==> src/rtl/dvi_pkg.sv <==
// dvi_pkg: shared 640x480@60 timing constants and monitor state type.
// Imported by the DVI timing monitor and its edge detector.
package dvi_pkg;

    localparam int H_ACTIVE = 640;
    localparam int H_FRONT  = 16;
    localparam int H_SYNC   = 96;
    localparam int H_BACK   = 48;
    localparam int H_TOTAL  = H_ACTIVE + H_FRONT + H_SYNC + H_BACK;

    localparam int V_ACTIVE = 480;
    localparam int V_FRONT  = 10;
    localparam int V_SYNC   = 2;
    localparam int V_BACK   = 33;
    localparam int V_TOTAL  = V_ACTIVE + V_FRONT + V_SYNC + V_BACK;

    typedef enum logic [1:0] {
        SEARCH,
        MEASURE,
        LOCKED
    } mon_state_t;

endpackage

==> src/rtl/dvi_edge_detect.sv <==
// dvi_edge_detect: registered rise/fall pulse generator.
// Ports: clk_i, reset_i, d_i in; level_o (d_i delayed), rise_o, fall_o out.
module dvi_edge_detect
    import dvi_pkg::*;
(
    input  logic clk_i,
    input  logic reset_i,
    input  logic d_i,
    output logic level_o,
    output logic rise_o,
    output logic fall_o
);

    always_ff @(posedge clk_i or posedge reset_i) begin
        if (reset_i) begin
            level_o <= 1'b0;
            rise_o  <= 1'b0;
            fall_o  <= 1'b0;
        end else begin
            level_o <= d_i;
            rise_o  <= d_i & ~level_o;
            fall_o  <= ~d_i & level_o;
        end
    end

endmodule

==> src/rtl/dvi_timing_monitor.sv <==
// dvi_timing_monitor: recovers pixel coordinates from a DVI sync/de/RGB
// stream, checks line/frame timing, tracks lock, errors and frame checksum.
// Ports: clk_i, reset_i, hsync_i, vsync_i, de_i, r_i/g_i/b_i in;
// x_o, y_o, pixel_valid_o, frame_start_o, locked_o, line_err_o,
// frame_err_o, err_count_o, frame_sum_o, frame_sum_valid_o out.
module dvi_timing_monitor
    import dvi_pkg::*;
#(
    parameter int h_active_p        = H_ACTIVE,
    parameter int h_total_p         = H_TOTAL,
    parameter int v_active_p        = V_ACTIVE,
    parameter bit sync_active_low_p = 1'b1,
    parameter int lock_frames_p     = 2
) (
    input  logic        clk_i,
    input  logic        reset_i,
    input  logic        hsync_i,
    input  logic        vsync_i,
    input  logic        de_i,
    input  logic [3:0]  r_i,
    input  logic [3:0]  g_i,
    input  logic [3:0]  b_i,
    output logic [9:0]  x_o,
    output logic [9:0]  y_o,
    output logic        pixel_valid_o,
    output logic        frame_start_o,
    output logic        locked_o,
    output logic        line_err_o,
    output logic        frame_err_o,
    output logic [7:0]  err_count_o,
    output logic [15:0] frame_sum_o,
    output logic        frame_sum_valid_o
);

    localparam logic [10:0] HACT  = 11'(h_active_p);
    localparam logic [11:0] HTOT  = 12'(h_total_p);
    localparam logic [9:0]  VACT  = 10'(v_active_p);
    localparam logic [7:0]  LOCKN = 8'(lock_frames_p);
    // Raw sync level meaning "not asserted"
    localparam logic        IDLE  = sync_active_low_p;

    logic        hs_q, vs_q, de_q;
    logic [11:0] rgb_q, rgb_d;
    logic        hs_n, vs_n, hs_d;
    logic        hs_edge_unused;

    always_ff @(posedge clk_i or posedge reset_i) begin
        if (reset_i) begin
            hs_q  <= IDLE;
            vs_q  <= IDLE;
            de_q  <= 1'b0;
            rgb_q <= '0;
            rgb_d <= '0;
            hs_d  <= 1'b0;
        end else begin
            hs_q  <= hsync_i;
            vs_q  <= vsync_i;
            de_q  <= de_i;
            rgb_q <= {r_i, g_i, b_i};
            // aligned with the de level out of the edge detector
            rgb_d <= rgb_q;
            hs_d  <= hs_n;
        end
    end

    assign hs_n = hs_q ^ sync_active_low_p;
    assign vs_n = vs_q ^ sync_active_low_p;
    // hsync is observed for edges only; it feeds no check
    assign hs_edge_unused = hs_n ^ hs_d;

    logic de_lvl, de_rise, de_fall;
    logic vs_lvl_unused, vs_rise, vs_fall_unused;

    dvi_edge_detect u_de_edge (
        .clk_i   (clk_i),
        .reset_i (reset_i),
        .d_i     (de_q),
        .level_o (de_lvl),
        .rise_o  (de_rise),
        .fall_o  (de_fall)
    );

    dvi_edge_detect u_vs_edge (
        .clk_i   (clk_i),
        .reset_i (reset_i),
        .d_i     (vs_n),
        .level_o (vs_lvl_unused),
        .rise_o  (vs_rise),
        .fall_o  (vs_fall_unused)
    );

    mon_state_t  state;
    logic [7:0]  good;
    logic        dirty;
    logic [10:0] hlen;
    logic [11:0] spacing;
    logic        sp_valid;
    logic [9:0]  lines;
    logic [15:0] acc;
    logic        active, line_bad, frame_bad, clean;

    always_comb begin
        active    = (state != SEARCH);
        line_bad  = active &&
                    ((de_fall && hlen != HACT) ||
                     (de_rise && sp_valid && spacing != HTOT));
        frame_bad = active && vs_rise && (lines != VACT);
        clean     = !dirty && !line_bad && !frame_bad;
    end

    always_ff @(posedge clk_i or posedge reset_i) begin
        if (reset_i) begin
            hlen              <= '0;
            spacing           <= '0;
            sp_valid          <= 1'b0;
            lines             <= '0;
            acc               <= '0;
            x_o               <= '0;
            y_o               <= '0;
            pixel_valid_o     <= 1'b0;
            frame_start_o     <= 1'b0;
            line_err_o        <= 1'b0;
            frame_err_o       <= 1'b0;
            err_count_o       <= '0;
            frame_sum_o       <= '0;
            frame_sum_valid_o <= 1'b0;
        end else begin
            if (de_rise)
                hlen <= 11'd1;
            else if (de_lvl && hlen != '1)
                hlen <= hlen + 11'd1;

            if (de_rise)
                spacing <= 12'd1;
            else if (spacing != '1)
                spacing <= spacing + 12'd1;

            if (vs_rise)
                sp_valid <= 1'b0;
            else if (de_rise)
                sp_valid <= 1'b1;

            if (vs_rise)
                lines <= {9'd0, de_rise};
            else if (de_rise && lines != '1)
                lines <= lines + 10'd1;

            if (de_rise) begin
                x_o <= '0;
                y_o <= lines;
            end else if (de_lvl && x_o != '1) begin
                x_o <= x_o + 10'd1;
            end
            pixel_valid_o <= de_lvl;

            if (vs_rise)
                acc <= '0;
            else if (de_lvl)
                acc <= acc + {4'd0, rgb_d};

            frame_start_o     <= vs_rise;
            line_err_o        <= line_bad;
            frame_err_o       <= frame_bad;
            frame_sum_valid_o <= vs_rise && active;
            if (vs_rise && active)
                frame_sum_o <= acc;

            if ((line_bad || frame_bad) && err_count_o != 8'hFF)
                err_count_o <= err_count_o + 8'd1;
        end
    end

    always_ff @(posedge clk_i or posedge reset_i) begin
        if (reset_i) begin
            state    <= SEARCH;
            good     <= '0;
            dirty    <= 1'b0;
            locked_o <= 1'b0;
        end else begin
            locked_o <= (state == LOCKED);
            // a line error marks the open frame as not clean
            if (vs_rise)
                dirty <= 1'b0;
            else if (line_bad)
                dirty <= 1'b1;
            unique case (state)
                SEARCH: begin
                    if (vs_rise) begin
                        state <= MEASURE;
                        good  <= '0;
                    end
                end
                MEASURE: begin
                    if (vs_rise) begin
                        if (!clean) begin
                            good <= '0;
                        end else if (good + 8'd1 >= LOCKN) begin
                            state <= LOCKED;
                            good  <= '0;
                        end else begin
                            good <= good + 8'd1;
                        end
                    end else if (line_bad) begin
                        good <= '0;
                    end
                end
                LOCKED: begin
                    if (line_bad || frame_bad) begin
                        state <= MEASURE;
                        good  <= '0;
                    end
                end
                default: state <= SEARCH;
            endcase
        end
    end

endmodule

==> config.mk <==
export PLATFORM = sky130hd
export DESIGN_NAME = dvi_timing_monitor
export DESIGN_NICKNAME = d
export VERILOG_FILES = /design/src/rtl/dvi_pkg.sv /design/src/rtl/dvi_edge_detect.sv /design/src/rtl/dvi_timing_monitor.sv
export SDC_FILE = /design/constraint.sdc
export NUM_CORES = 1
export LEC_CHECK = 0
export ABC_AREA = 1
export ABC_CLOCK_PERIOD_IN_PS = 16000
export CORE_UTILIZATION = 40
export DETAILED_ROUTE_END_ITERATION = 8
export GPL_ROUTABILITY_DRIVEN = 1
export SLEW_MARGIN = 20
export SYNTH_ARGS = -nofsm -noshare
export SYNTH_HDL_FRONTEND = slang
export SYNTH_SLANG_ARGS = --single-unit
==> constraint.sdc <==
create_clock -name clk_i -period 16 [get_ports clk_i]
set_input_delay 4.8 -clock clk_i [delete_from_list [all_inputs] [get_ports clk_i]]
set_output_delay 4.8 -clock clk_i [all_outputs]
set_load 0.01 [all_outputs]
## Word-level counts from Yosys, hierarchy flattened

Index checks and enable logic that the tools add are counted.

- Add/sub/neg operators: 7
- $lt $le $gt $ge: 1
- Eq/ne operators: 16
- Mux-type cells: 27
- Bitwise operators: 7
- Reductions and logical operators: 29

Operators by type and width:

| kind | number |
|---|---|
| $mux W8 | 6 |
| $mux W10 | 4 |
| $mux W16 | 2 |
| $mux W12 | 2 |
| $pmux W8 S3 | 1 |
| $mux W11 | 2 |
| $add A10 B1 Y10 const B | 2 |
| $ne A10 B10 Y1 const B | 2 |
| $add A16 B12 Y16 | 1 |
| $add A8 B1 Y8 const B | 2 |
| $reduce_bool A2 Y1 | 8 |
| $add A12 B1 Y12 const B | 1 |
| $logic_and A1 B1 Y1 | 12 |
| $ne A12 B10 Y1 const B | 1 |
| $ne A12 B12 Y1 const B | 1 |
| $add A11 B1 Y11 const B | 1 |
| $ne A11 B10 Y1 const B | 1 |
| $ne A11 B11 Y1 const B | 1 |
| $mux W2 | 5 |
| $ne A10 B9 Y1 const B | 1 |
| $ge A8 B2 Y1 const B | 1 |
| $ne A8 B8 Y1 const B | 1 |
| $ne A2 B2 Y1 const B | 3 |
| $pmux W2 S3 | 1 |
| other kinds (13) | 25 |

- Flip-flop bits (word level): 142
- Input port bits: 17
- Output and inout bits: 50
- Logic and storage cells: 114

## Logic depth before layout (Yosys ltp)

Gate-level depths: netlist of run 1.

- Depth in word-level cells: 10
- Gate-level depth with buffers: 15
- Gate-level depth less buffers: 14

## Cells and area by module

A second synthesis of run 1 with hierarchy kept.

- Cell total of the unflattened synthesis: 764
- Area, all modules: 6,761.5 sq um

By module, submodules not included:

| module | instances | cells an instance | area each (sq um) | sequential area each (sq um) |
|---|---|---|---|---|
| dvi_timing_monitor | 1 | 748 | 6,573.8 | 3,429.5 |
| dvi_edge_detect | 2 | 8 | 93.8 | 75.1 |

## Least setup slack after synthesis of run 1

No wires, ideal clock.

- Path type: flip-flop to output port
- From: register x_o[2]
- To: output port x_o[2]
- Arrival: 0.421 ns
- Slack: 10.779 ns
- Cell stages (with the launch flop): 1
- Buffers on the path: 0
- Cells stage by stage: dfrtp_1

RTL lines:

| element | line | text |
|---|---|---|
| from (decl) | dvi_timing_monitor.sv:23 | `output logic [9:0] x_o,` |
| from (signal assigned) | dvi_timing_monitor.sv:152 | `x_o <= x_o + 10'd1;` |

No word-level cell between the ends.

## Worst setup path in the final report of run 1

- From: register x_o[6]
- To: output port x_o[6]

No word-level cell between the ends.

==> flow_metrics.py, run 1 <==
metrics = {
    "synth": {
        "syn_inst": 789,
        "netlist-cell-type-count": 46,
        "ys_ff_latch": 142,
        "ys.flop_type": "dfrtp_1",
        "yosysSeqAreaShare": 0.520,
        "synth.avg_cell_area_um2": 8.67,
        "synth-edff-count": 0,
        "synth_fp_nets": 829,
        "syn_area_um2": 6840,
        "synthArstFlopShare": 1.00,
        "yosys_warnings": 0,
    },
    "detailed_routing": {
        "vias": 5261,
        "drt-vias-per-instance": 4.80,
        "ant_nets": 0,
        "wl_per_cell_um": 12.5,
        "dr.pass1.iters": 7,
        "finalWirelength_mm": 13.8,
        "drtIter0Drc": 276,
        "drcViolationCount": 0,
    },
    "critical_path": {
        "crit_family": "buffers and inverters",
        "path_depth": 1,
        "r2r-start": "u_vs_edge.rise_o",
        "path_class": "reg -> out",
        "crit_chain": "clkdlybuf4s50_1",
        "critical_path.max_stage_delay_ns": 0.57,
        "r2r_setup_slack_ns": 13.99,
        "worstPathRequired_ns": 11.20,
        "slowest_stage": "clkdlybuf4s50_1",
        "worstPathMaxFanout": 5,
        "start_kind": "flop",
        "path_buf_inv": 1,
        "cp-end-kind": "primary output",
        "crit_end": "x_o[6]",
        "reg2regPathDepth": 5,
        "cp_data_arrival_time_ns": 1.42,
        "startpoint": "x_o[6]",
        "r2r_end": "lines[7]",
    },
    "floorplanning": {
        "fp.dieArea_um2": 17600,
        "dieHeight_um": 133,
        "rows": 47,
        "die_w_um": 133,
        "io_pins": 67,
        "initial_core_util": 0.411,
        "core-area_um2": 16600,
    },
    "global_route": {
        "grt_util_all_layers": 0.170,
        "grt_pass1_wl_mm": 23.9,
        "first_global_vias": 5126,
        "grt_max_degree": 82,
        "antenna_found_initial": 0,
        "grt.overflow.total": 0,
    },
    "clock_tree": {
        "postCtsResizedCells": 0,
        "cts-root-buf": "clkbuf_16",
        "cts_setup_buffers": 0,
        "cts_made_buffers": 17,
        "htreeDepth": 4,
        "insertion_delay_ns": 0.42,
        "cts_tree": "yes",
        "postCtsHoldBufs": 0,
        "cts.sinks": 142,
        "clock_path_buffers": 2,
        "clk_pin_slew_worst_paths_ns": 0.06,
    },
    "flow_run": {
        "cap_violations": 0,
    },
    "sta": {
        "setup_tns_ns": 0,
        "rsz0062_at_grt": "false",
        "max_clock_freq_mhz": 161,
        "drv_slew": 0,
        "hold_viol_final": 0,
        "min_period_over_period": 0.389,
        "setup_violations": 0,
        "clock_skew_ns": 0.00914,
        "worstMarginPinSlew_ns": 0.719,
        "slew_headroom": 0.520,
        "min_period_ns": 6.22,
    },
    "layout": {
        "final_common_cell": "nand2_1",
        "fin_util": 0.497,
        "nets": 904,
        "diodes": 0,
        "mostFrequentLayoutCells": "nand2_1, dfrtp_1, inv_1",
        "final_layout_size_suffix_gt1_frac": 0.0912,
        "syn_to_final_growth_pct": 21.0,
    },
    "min_path": {
        "hp-start": "rgb_q[10]",
        "hold_path.class": "reg -> reg",
    },
    "place": {
        "io_buffer_count": 65,
        "dpl.hpwl_mm": 9.43,
        "gp_congestion": 0.827,
    },
    "run_status": {
        "outcome": "completed",
    },
    "power_and_ir_drop": {
        "peakVddDrop_v": 0.0000769,
        "leakage_nw": 3.93,
        "p_per_area_nw_per_um2": 139,
    },
}
==> kinds of logic after synthesis <==
kind of cell | after synthesis | synth area share
AOI/OAI and AO/OA | 104 | 0.0871
xor gates and xnor gates | 22 | 0.0282
adders and majority gates | 23 | 0.0432
buffers and inverters | 120 | 0.0686
DFF | 142 | 0.520
and+or+nand+nor | 378 | 0.253
==> metal layers <==
metal / vias up / routed length, um / share of wire / GRT usage
li1: 2700 / - / - / -
met1: 2432 / 6650 / 0.48 / 0.220
met2: 109 / 6390 / 0.46 / 0.278
met3: 20 / 464 / 0.034 / 0.0364
met4: 0 / 257 / 0.019 / 0.0696
met5: - / 0 / 0 / 0
==> worst register-to-register path, delay by kind of cell, from the launching register on <==
family | cells | cell delay, ns
AO/OA/AOI/OAI | 1 | 0.06
buffers and inverters | 2 | 0.66
flip-flops | 1 | 0.78
AND/OR/NAND/NOR | 2 | 0.36
==> stage by stage <==
stage | setup slack, ns | hold WS, ns | total power, mW | instances | area [um2]
after detailed placement | 9.20 | 0.335 | 0.802 | 1065 | 7730
after floorplan | 7.39 | 0.331 | 0.686 | 789 | 6840
final | 9.78 | 0.347 | 1.15 | 1097 | 8280
after global placement | 9.20 | 0.331 | 0.799 | 1065 | 7730
after global routing | 9.72 | 0.353 | 1.23 | 1097 | 8280
after CTS | 9.65 | 0.349 | 1.17 | 1097 | 8270
==> worst min path at each step <==
stage,cells past startpoint,end,slack [ns]
floorplan,0,rgb_d[0],0.33
global placement,0,rgb_d[7],0.33
detailed placement,0,rgb_d[11],0.33
CTS,0,rgb_d[11],0.35
global route,0,rgb_d[11],0.35
finish,0,rgb_d[10],0.35
==> power by group <==
group / total, mW / internal [mW] / switching, mW
Combinational: 0.328 / 0.141 / 0.188
Clock: 0.360 / 0.209 / 0.150
Sequential: 0.466 / 0.419 / 0.0463
Total: 1.15 / 0.769 / 0.384
==> state kept, by name (all words and copies together), names as in the netlist, 2 cells and up <==
name	cells
acc	16
frame_sum_o	16
rgb_d	12
rgb_q	12
spacing	12
hlen	11
lines	10
x_o	10
y_o	10
err_count_o	8
good	8
state	2
==> cells in the mapped netlist, drive strengths merged, types with 7 or more instances <==
| library cell | n | area share |
|---|---|---|
| o21ai | 57 | 0.043 |
| buf | 7 | 0.0059 |
| nand4 | 17 | 0.016 |
| nand2 | 213 | 0.13 |
| inv | 107 | 0.059 |
| xor2 | 14 | 0.018 |
| ha | 22 | 0.040 |
| a21oi | 19 | 0.014 |
| nor3 | 20 | 0.018 |
| xnor2 | 8 | 0.010 |
| o31ai | 9 | 0.0099 |
| dfrtp | 141 | 0.52 |
| nand3 | 53 | 0.042 |
| nor2 | 65 | 0.040 |
==> area by class of cell <==
class | instances | area, um2
clock inverters | 10 | 63.8
well taps | 220 | 275
multi-input cells | 527 | 2820
repair buffers | 68 | 677
flip-flops and latches | 142 | 3550
inverters | 108 | 415
clock buffers | 22 | 474
fillers | 1557 | 8370
No activity file was read; power rests on OpenSTA's default activity.
==> run 2: changes to the inputs <==
- ABC_CLOCK_PERIOD_IN_PS: 16000 -> 6200
- clock period: 16 -> 6.2 ns (I/O delays scaled with it)
==> run 2 against run 1 <==
  * Flip-flop and latch count unchanged
  * Design area increased by 0.79%
  * Utilization rose by 0.39 points
  * Global-route usage is 0.20 points higher
  * Critical endpoint is now err_count_o[7]
  * Largest power group unchanged
==> flow_metrics.py, run 2 (synthesis gave the netlist of run 1 again) <==
metrics = {
    "run_status": {
        "outcome": "completed",
    },
    "sta": {
        "min_period_over_period": 0.528,
        "setup_violations": 0,
        "drv_slew": 0,
        "rsz0062_at_grt": "false",
        "slew_headroom": 0.522,
        "hold_viol_final": 0,
        "clock_skew_ns": 0.00674,
        "worstMarginPinSlew_ns": 0.717,
        "max_clock_freq_mhz": 305,
        "setup_tns_ns": 0,
        "min_period_ns": 3.27,
    },
    "flow_run": {
        "cap_violations": 0,
    },
    "layout": {
        "mostFrequentLayoutCells": "nand2_1, dfrtp_1, inv_1",
        "biggestRegsByFlops": "acc x16, frame_sum_o x16",
        "final_layout_size_suffix_gt1_frac": 0.0923,
        "diodes": 0,
        "fill_cells": 1587,
        "nets": 905,
        "final_common_cell": "nand2_1",
        "syn_to_final_growth_pct": 22.0,
    },
    "critical_path": {
        "worstPathRequired_ns": 4.34,
        "crit_chain": "clkdlybuf4s50_1",
        "start_kind": "flop",
        "worstPathMaxFanout": 4,
        "cp_data_arrival_time_ns": 1.41,
        "critical_path.max_stage_delay_ns": 0.57,
        "cp-end-kind": "primary output",
        "path_class": "reg -> out",
        "path_buf_inv": 1,
        "crit_family": "buffers and inverters",
        "slowest_stage": "clkdlybuf4s50_1",
    },
    "min_path": {
        "hold_path.class": "reg -> reg",
    },
    "clock_tree": {
        "cts_made_buffers": 17,
        "htreeDepth": 4,
        "postCtsHoldBufs": 0,
        "cts_tree": "yes",
        "postCtsResizedCells": 0,
        "cts_setup_buffers": 0,
        "insertion_delay_ns": 0.42,
        "clk_pin_slew_worst_paths_ns": 0.06,
        "cts-root-buf": "clkbuf_16",
        "clock_path_buffers": 2,
        "cts.sinks": 142,
    },
    "place": {
        "dpl.hpwl_mm": 9.68,
        "gp_congestion": 0.823,
        "io_buffer_count": 65,
    },
    "global_route": {
        "grt_pass1_wl_mm": 24.3,
        "first_global_vias": 5209,
        "grt_util_all_layers": 0.173,
        "grt_max_degree": 74,
        "grt.overflow.total": 0,
        "antenna_found_initial": 0,
    },
    "detailed_routing": {
        "vias": 5268,
        "wl_per_cell_um": 12.6,
        "finalWirelength_mm": 13.9,
        "ant_nets": 0,
        "dr.pass1.iters": 4,
        "drtIter0Drc": 288,
        "drcViolationCount": 0,
        "drt-vias-per-instance": 4.80,
    },
    "floorplanning": {
        "initial_core_util": 0.411,
        "io_pins": 67,
        "die_w_um": 133,
        "dieHeight_um": 133,
        "fp.dieArea_um2": 17600,
        "rows": 47,
        "core-area_um2": 16600,
    },
    "power_and_ir_drop": {
        "p_per_area_nw_per_um2": 369,
        "peakVddDrop_v": 0.000221,
        "p_total_mw": 3.08,
        "leakage_nw": 3.96,
    },
}
[run 2: cell types whose count changed in the layout (fill, tap and decap cells not counted), moves of 2 or more]
cell,before,now
bufinv_16,0,3
buf_4,2,4
clkbuf_8,3,0
clkinv_2,5,2
clkinv_4,0,4
[run 2: routing by layer]
layer,track usage,wire length (um),vias up
met3,0.0441,551,11
met2,0.281,6450,105
met5,0,0,-
li1,-,-,2702
met1,0.228,6730,2450
met4,0.0466,123,0
[run 2: final cells by class]
class | instances | area (um2) | area share
Multi-Input combinational cell | 527 | 2820 | 0.338
Inverter | 108 | 415 | 0.0498
Timing Repair Buffer | 69 | 681 | 0.0816
Clock inverter | 13 | 166 | 0.0200
Sequential cell | 142 | 3550 | 0.426
Tap cell | 220 | 275 | 0.0330
Clock buffer | 19 | 433 | 0.0519
[run 2: worst paths after layout]
check,start,to,slack (ns),cells after the start
max,err_count_o[7],err_count_o[7],2.93,1
min,rgb_q[1],rgb_d[1],0.35,0
max reg2reg,u_vs_edge.rise_o,good[0],4.18,5
min reg2reg,rgb_q[1],rgb_d[1],0.35,0
max in group asynchronous,reset_i,u_de_edge.rise_o,3.34,3
min in group asynchronous,reset_i,de_q,1.91,2
[run 2: report_power, final]
group	total [mW]	switching, mW	internal [mW]
combinational	0.847	0.484	0.364
clock	1.03	0.396	0.634
sequential	1.20	0.121	1.08
total	3.08	1.00	2.08
[run 2: metrics by stage]
| stage | setup slack, ns | hold slack, ns | utilization | cells | area, um2 |
|---|---|---|---|---|---|
| 2_1_floorplan | 0.532 | 0.331 | - | 789 | 6840 |
| 3_3_place_gp | 2.84 | 0.331 | 0.465 | 1066 | 7740 |
| 3_5_place_dp | 2.81 | 0.336 | 0.465 | 1066 | 7740 |
| 4_1_cts | 2.91 | 0.350 | 0.501 | 1098 | 8340 |
| 5_1_grt | 2.87 | 0.356 | 0.501 | 1098 | 8340 |
| 6_report | 2.93 | 0.346 | 0.501 | 1098 | 8340 |
